===== src/rtl/mwadd_seq.sv =====
`timescale 1ns/1ps
`default_nettype none
// =============================================================================
// Module   : mwadd_seq (with cla_8)
// Brief    : Multi-byte sequential adder, one byte per cycle through a cla_8.
// Revision : 1.0 - initial release
// =============================================================================

module cla_8 (
   input  logic [7:0] a,
   input  logic [7:0] b,
   input  logic       cin,
   output logic [7:0] s,
   output logic       cout
);
   logic [7:0] w_g;
   logic [7:0] w_p;
   logic [8:0] w_c;
   logic       w_pp;

   assign w_g = a & b;
   assign w_p = a ^ b;

   // Each carry is the flat sum-of-products of generate/propagate terms.
   always_comb begin
      w_c    = '0;
      w_pp   = 1'b0;
      w_c[0] = cin;
      for (int i = 0; i < 8; i++) begin
         w_c[i+1] = w_g[i];
         w_pp     = w_p[i];
         for (int j = i - 1; j >= 0; j--) begin
            w_c[i+1] = w_c[i+1] | (w_pp & w_g[j]);
            w_pp     = w_pp & w_p[j];
         end
         w_c[i+1] = w_c[i+1] | (w_pp & cin);
      end
   end

   assign s    = w_p ^ w_c[7:0];
   assign cout = w_c[8];
endmodule

module mwadd_seq #(
   parameter int NBYTES = 4
) (
   input  logic                  clk,
   input  logic                  rst_n,
   input  logic                  in_valid,
   output logic                  in_ready,
   input  logic [8*NBYTES-1:0]   a_in,
   input  logic [8*NBYTES-1:0]   b_in,
   input  logic                  cin,
   output logic                  out_valid,
   input  logic                  out_ready,
   output logic [8*NBYTES-1:0]   sum,
   output logic                  cout,
   output logic                  ovf,
   output logic                  busy
);
   localparam int c_IDXW = (NBYTES > 1) ? $clog2(NBYTES) : 1;
   localparam logic [c_IDXW-1:0] c_LAST = c_IDXW'(NBYTES - 1);

   typedef enum logic [1:0] {
      S_IDLE = 2'd0,
      S_ADD  = 2'd1,
      S_DONE = 2'd2
   } state_t;

   state_t                     r_state;
   state_t                     w_state_nxt;
   logic [NBYTES-1:0][7:0]     r_a;
   logic [NBYTES-1:0][7:0]     r_b;
   logic [NBYTES-1:0][7:0]     r_sum;
   logic [c_IDXW-1:0]          r_idx;
   logic                       r_carry;
   logic                       r_cout;
   logic                       r_ovf;
   logic                       w_accept;
   logic                       w_last;
   logic [7:0]                 w_abyte;
   logic [7:0]                 w_bbyte;
   logic [7:0]                 w_s;
   logic                       w_co;

   always_ff @(posedge clk) begin
      if (!rst_n) r_state <= S_IDLE;
      else        r_state <= w_state_nxt;
   end

   always_comb begin
      w_state_nxt = r_state;
      in_ready    = 1'b0;
      out_valid   = 1'b0;
      busy        = 1'b0;
      w_accept    = 1'b0;
      w_last      = (r_idx == c_LAST);
      case (r_state)
         S_IDLE: begin
            in_ready = rst_n;
            w_accept = in_valid & rst_n;
            if (w_accept) w_state_nxt = S_ADD;
         end
         S_ADD: begin
            busy = 1'b1;
            if (w_last) w_state_nxt = S_DONE;
         end
         S_DONE: begin
            busy      = 1'b1;
            out_valid = 1'b1;
            if (out_ready) w_state_nxt = S_IDLE;
         end
         default: w_state_nxt = S_IDLE;
      endcase
   end

   assign w_abyte = r_a[r_idx];
   assign w_bbyte = r_b[r_idx];

   cla_8 u_cla (
      .a    (w_abyte),
      .b    (w_bbyte),
      .cin  (r_carry),
      .s    (w_s),
      .cout (w_co)
   );

   always_ff @(posedge clk) begin
      if (!rst_n) begin
         r_a     <= '0;
         r_b     <= '0;
         r_sum   <= '0;
         r_idx   <= '0;
         r_carry <= 1'b0;
         r_cout  <= 1'b0;
         r_ovf   <= 1'b0;
      end else if (w_accept) begin
         r_a     <= a_in;
         r_b     <= b_in;
         r_carry <= cin;
         r_idx   <= '0;
      end else if (r_state == S_ADD) begin
         r_sum[r_idx] <= w_s;
         r_carry      <= w_co;
         if (w_last) begin
            // Carry into the MSB is recovered from the final byte's sign bits.
            r_cout <= w_co;
            r_ovf  <= w_abyte[7] ^ w_bbyte[7] ^ w_s[7] ^ w_co;
         end else begin
            r_idx <= r_idx + 1'b1;
         end
      end
   end

   assign sum  = r_sum;
   assign cout = r_cout;
   assign ovf  = r_ovf;
endmodule
`default_nettype wire


===== config.mk =====
export PLATFORM = sky130hd
export DESIGN_NAME = mwadd_seq
export DESIGN_NICKNAME = d
export VERILOG_FILES = /design/src/rtl/mwadd_seq.sv
export SDC_FILE = /design/constraint.sdc
export NUM_CORES = 1
export LEC_CHECK = 0
export CAP_MARGIN = 10
export CORE_MARGIN = 2
export CORE_UTILIZATION = 55
export CTS_BUF_LIST = sky130_fd_sc_hd__clkbuf_4 sky130_fd_sc_hd__clkbuf_8
export DETAILED_ROUTE_END_ITERATION = 7
export PLACE_DENSITY_LB_ADDON = 0.12
export SYNTH_ARGS = -nofsm -noshare
export SYNTH_HDL_FRONTEND = slang
export SYNTH_SLANG_ARGS = --single-unit

===== constraint.sdc =====
create_clock -name clk -period 4.2 [get_ports clk]
set_clock_uncertainty 0.05 [all_clocks]
set_input_delay 0.84 -clock clk [delete_from_list [all_inputs] [get_ports clk]]
set_output_delay 0.84 -clock clk [all_outputs]
set_load 0.1 [all_outputs]

# Yosys cells after proc, flatten, opt, wreduce, memory -nomap -nowiden
# Index checks and enable logic that the tools add are counted.
[word_totals]
elab_cells = 162
register_bits = 103
in_bits = 69
[classes]
order_cmp = 2
add_sub_neg = 1
eq_ne = 6
muxes = 17
bitwise_logic = 110
n_reduce_logical = 9
[op_table]
columns = ["cell", "n"]
rows = [
  ["1-bit AND", 65],
  ["1-bit OR", 36],
  ["8-bit binary-select mux with 2-bit select", 2],
  ["32-bit bitwise mux", 1],
  ["8-bit 2-to-1 mux", 3],
  ["8-bit demux with 2-bit select", 1],
  ["8-bit XOR", 2],
  ["8-bit AND", 1],
  ["1-bit 2-to-1 mux", 6],
  ["2-bit 2-to-1 mux", 3],
  ["2-bit != test (second input constant)", 3],
  ["2-bit one-hot mux with 3 select lines", 1],
  ["3-bit AND reduction", 2],
  ["2-bit equality test (second input constant)", 2],
  ["2-bit AND reduction", 2],
  ["2-bit OR reduction", 2],
  ["2-bit by 3-bit less-than comparator with 1-bit output (second input constant)", 1],
  ["1-bit NOT", 3],
  ["1-bit XOR", 3],
  ["2-bit by 1-bit adder with 2-bit output (second input constant)", 1],
  ["2-bit by 1-bit equality test with 1-bit output (second input constant)", 1],
  ["2-bit by 1-bit >= comparator with 1-bit output (second input constant)", 1],
  ["2-bit logical NOT", 1],
  ["2-bit nonzero test", 1],
  ["1-bit logical AND", 1],
]

# Logic depth before layout (Yosys ltp)
[logic_depth]
word_depth = 14
mapped_depth = 9
depth_no_buf = 7

# Modules after synthesis
# Synthesis repeated with hierarchy kept, for this count alone.
[unflattened]
cells_unflattened = 533
area_unflattened_um2 = 4499.3
[by_module_without_submodules]
columns = ["mod", "n_inst", "cells_each", "seq_area_each_um2", "area_each_um2"]
rows = [
  ["mwadd_seq", 1, 492, 2062.0, 4166.5],
  ["cla_8", 1, 41, 0.0, 332.8],
]

# Worst setup path after synthesis
# No wires, ideal clock.
[synth_path]
path_type = "register to register"
from = "register r_idx[0]"
to = "register r_ovf, in the netlist ovf"
required_time_ps = 4062
period_less_slack_ps = 2799
path_slack_ps = 1401
arrival_time_ps = 2660
stages_incl_launch_ff = 10
path_cell_list = "dfxtp_1 > buf_2 > buf_2 > mux4_2 > ha_1 > o21ai_1 > nor3_2 > o22ai_2 > or3_1 > a311oi_2"
[synth_via]
elab_chain_cells = 14
[synth_rtl]
columns = ["element", "line", "rtl"]
rows = [
  ["start: declaration", "75", "logic [c_IDXW-1:0] r_idx;"],
  ["start signal: assignment", "150", "r_idx <= r_idx + 1'b1;"],
  ["8-bit binary-select mux with 2-bit select, on equally long branches", "117, 118", ""],
  ["8-bit 2-to-1 mux, on equally long branches", "117, 118", ""],
  ["8-bit XOR or 8-bit AND (tied branches)", "22, 21", ""],
  ["1-bit AND, on equally long branches", "33, 34", ""],
  ["1-bit OR, or another cell as far along (5 in a row)", "33", "w_c[i+1] = w_c[i+1] | (w_pp & w_g[j]);"],
  ["1-bit OR or 1-bit AND (tied branches)", "33, 36", ""],
  ["1-bit OR", "36", "w_c[i+1] = w_c[i+1] | (w_pp & cin);"],
  ["8-bit XOR", "40", "assign s = w_p ^ w_c[7:0];"],
  ["1-bit XOR (2 in a row)", "148", "r_ovf <= w_abyte[7] ^ w_bbyte[7] ^ w_s[7] ^ w_co;"],
  ["end signal: assignment", "148", ""],
  ["end: declaration", "78", "logic r_ovf;"],
]
# Parallel ways exist; a longest one is shown, timed or not. The select of a mux whose other input is x is not followed.
# A chain may end at the register's enable or synchronous reset.

# Worst setup path after layout
[layout_path]
from = "register r_idx[0]"
to = "register r_sum, in the netlist sum[22]"
[layout_via]
elab_chain_cells = 12
[layout_rtl]
columns = ["element", "line", "rtl"]
rows = [
  ["8-bit binary-select mux with 2-bit select, on equally long branches", "117, 118", ""],
  ["8-bit 2-to-1 mux, on equally long branches", "117, 118", ""],
  ["8-bit XOR or 8-bit AND (tied branches)", "22, 21", ""],
  ["1-bit AND, on equally long branches", "33, 34", ""],
  ["1-bit OR, or another cell as far along (4 in a row)", "33", ""],
  ["1-bit OR or 1-bit AND (tied branches)", "33, 36", ""],
  ["1-bit OR", "36", ""],
  ["8-bit XOR", "40", ""],
  ["32-bit bitwise mux (*)", "143", "r_sum[r_idx] <= w_s;"],
  ["end signal: indexed assignment", "143", ""],
  ["end: declaration", "74", "logic [NBYTES-1:0][7:0] r_sum;"],
]
# Mark *: on every way between the ends. The rest lies on a longest branch, timed or not. The select of a mux whose other input is x is not followed.

==> out/qor.csv <==
stage,metric,value,unit
sta,hold slack,0.409,ns
critical_path,top cell family by delay on the critical path,flip-flops,
synth,Synth top area share,46.4,%
global_routing,first-pass GRT wire length,17100,µm
global_routing,GRT Residual Overflow,0,
cts,count of clock tree sinks,103,
floorplanning,Die Height,93.8,µm
cts,clk root buf,clkbuf_8,
drt,Residual DRC,0,
cts,Resized cells post-CTS,0,
min_path,HP Class,reg -> reg,
critical_path,crit-path max cell delay,0.66,ns
critical_path,Crit-path slowest cell,dfxtp_1,
drt,drt first pass iters,5,
critical_path,Worst EP required,4.39,ns
placed_design,Port Buffer Count,105,
critical_path,crit-path cells,"buf_4, mux4_2, ha_1, a211oi_1, nor2_1, nor3_1, xor2_1, o21ai_0",
floorplanning,number of I/O pins,106,
layout,nets@finish,691,
critical_path,WP buf/inv,1,
cts,CTS hold repair buffers,0,
drt,drt total wl,10600,µm
critical_path,critical path class,reg -> reg,
synth,syn nets,606,
layout,fillcell total,612,
critical_path,CP Capture Type,flip-flop,
synth,commonest register cell after synthesis,dfxtp_1,
layout,Antenna Cells,0,
sta,fmax,322,MHz
placed_design,Placer Congestion,0.795,
power_and_ir_drop,P per Cell Area,418,nW/µm²
synth,ys async rst share,0,%
floorplanning,die width,93.8,µm
layout,final instance area,5720,µm²
synth,top cells by instance count after synthesis,"148 x nand2_1, 103 x dfxtp_1, 75 x o21ai_0, 33 x nor2_1, 25 x clkbuf_1",
sta,Final Hold Fails,0,
synth,Gate Count Post-Synth,521,
floorplanning,Core Area,7770,µm²
cts,"Reg clk slew, reported paths",0.09,ns
sta,fin. max-slew vios,0,
synth,Synth area leaders,"dfxtp_1 46%, nand2_1 13%, o21ai_0 8.5%, mux4_2 8.1%, ha_1 4.2%",
cts,Post-CTS Setup Inserts,0,
synth,"Seq/Total Area, Yosys",46.4,%
synth,Yosys reg bits,103,
cts,H-tree depth,3,
drt,initial DRC count,207,
synth,largest area contributor in the netlist,dfxtp_1,
synth,top-count cell post-synth,nand2_1,
placed_design,DP HPWL,7760,µm
synth,Post-synth EDFFs,0,
cts,Skew-Pair Late Insertion Delay,0.37,ns
floorplanning,die area,8810,µm²
sta,fin crit period,3.11,ns
synth,Synth warnings,0,
drt,number of vias per cell,5.48,
critical_path,Worst setup SP type,flip-flop,
global_routing,largest net degree at the start of global routing,79,
drt,via count,3904,
flow_run,max-cap violations,0,
sta,slew margin rel.,34.4,%
placed_design,dpl cell area,5510,µm²
global_routing,vias in the first global route,3677,
synth,Avg Inst Size Synth,8.52,µm²
floorplanning,Row Count,32,
layout,Final Core Density,73.6,%
global_routing,GRT Total Usage,24.7,%
drt,DR WL/cell,14.9,µm
power_and_ir_drop,Leak Pwr,2.15,nW
critical_path,Max Fanout on Critical Path,11,
critical_path,"Arr. time, crit path",3.30,ns
cts,Longest Clk Path Bufs,2,
sta,final setup vio count,0,
sta,setup TNS,0,ns
drt,post-route ant nets,0,
sta,measured slew at the worst slew-check pin,0.981,ns
synth,post-synthesis cell area,4440,µm²
layout,P&R area growth vs syn,28.8,%
synth,Yosys cell types,40,
global_routing,initial antenna violation count,0,
sta,RSZ-0062 raised after global routing,false,
run_status,status,"finished, final reports clean",
sta,Final period util,74.1,%
power_and_ir_drop,VDD IR-drop max,0.231,mV
cts,CTS Buf Count,9,
layout,share of cells above drive strength 1,7.86,%
power_and_ir_drop,Design Power,2.39,mW
cts,CTS tree,built,
floorplanning,Starting Density,57.2,%
## per-layer routing
metal  track usage [%]  vias to the layer above  share of wire, %
li1                  -                     1945                 -
met1              30.0                     1807                41
met2              44.4                      131                52
met3              3.85                       21               5.5
met4              8.57                        0               2.0
met5                 0                        -                 0
## final timing paths
| path | startpoint | endpoint | slack (ns) | cells after the start |
|---|---|---|---|---|
| max | r_idx[0]$_SDFFE_PP0P_ | sum[22]$_SDFFE_PN0P_ | 1.09 | 8 |
| min | sum[11]$_SDFFE_PN0P_ | sum[11]$_SDFFE_PN0P_ | 0.41 | 2 |
| max reg2reg | r_idx[0]$_SDFFE_PP0P_ | sum[22]$_SDFFE_PN0P_ | 1.09 | 8 |
| min reg2reg | sum[11]$_SDFFE_PN0P_ | sum[11]$_SDFFE_PN0P_ | 0.41 | 2 |
## cell usage in the layout (no fill, tap or decap), types with 2 or more instances in the layout
cell type	netlist	layout
a41o_1	4	4
and3_1	5	4
xnor2_1	3	3
clkinv_4	0	2
o311ai_1	4	4
inv_6	0	2
clkbuf_8	0	10
buf_4	0	5
nand3_1	21	21
mux4_2	16	16
inv_1	10	10
nand2_1	148	148
xor2_1	4	4
a21o_1	2	2
nor2_1	33	33
o21ai_0	75	75
o21a_1	4	4
o21ai_1	2	2
clkdlybuf4s50_1	0	103
a21oi_1	17	17
dfxtp_1	103	103
ha_1	15	15
## logic make-up (layout without fill, tap and decap cells)
kind of cell / after synthesis / after routing / share of synthesized area [%]
AOI/OAI and AO/OA: 118 / 118 / 15.6
and+or+nand+nor: 214 / 214 / 19.4
muxes: 17 / 17 / 8.34
xor gates and xnor gates: 7 / 7 / 1.38
buffers and inverters: 46 / 136 / 4.09
adders and majority gates: 16 / 16 / 4.68
DFF: 103 / 103 / 46.4
## state kept, by name, summed over array words and instances, names as in the netlist
register / cells
r_idx: 2
r_state: 2
r_b: 32
sum: 32
ovf: 1
r_a: 32
cout: 1
r_carry: 1
## power breakdown
| group | leakage [nW] | internal [mW] | total, mW | switching [mW] |
|---|---|---|---|---|
| Combinational | 1.20 | 0.231 | 0.607 | 0.376 |
| Sequential | 0.843 | 1.06 | 1.13 | 0.0639 |
| Clock | 0.109 | 0.303 | 0.658 | 0.355 |
## stage by stage
stage / instances / worst slack, ns
floorplan: 521 / 1.40
global placement: 697 / 1.18
detailed placement: 697 / 1.12
CTS: 713 / 1.08
global route: 713 / 0.820
finish: 713 / 1.09
## area by class of cell
cell class	instances	area [µm²]	area share [%]
Clock buffer	10	138	2.41
Clock inverter	6	76.3	1.33
Inverter	11	41.3	0.722
Multi-Input combinational cell	372	2200	38.5
Sequential cell	103	2060	36.1
Tap cell	102	128	2.23
Timing Repair Buffer	109	1070	18.8
## tightest hold or removal path, delay by kind of cell (launching register included)
| family | cells | cell delay [ns] |
|---|---|---|
| DFF | 1 | 0.32 |
| and+or+nand+nor | 1 | 0.05 |
| AOI/OAI and AO/OA | 1 | 0.05 |
Power figures use the tool's default switching activity.
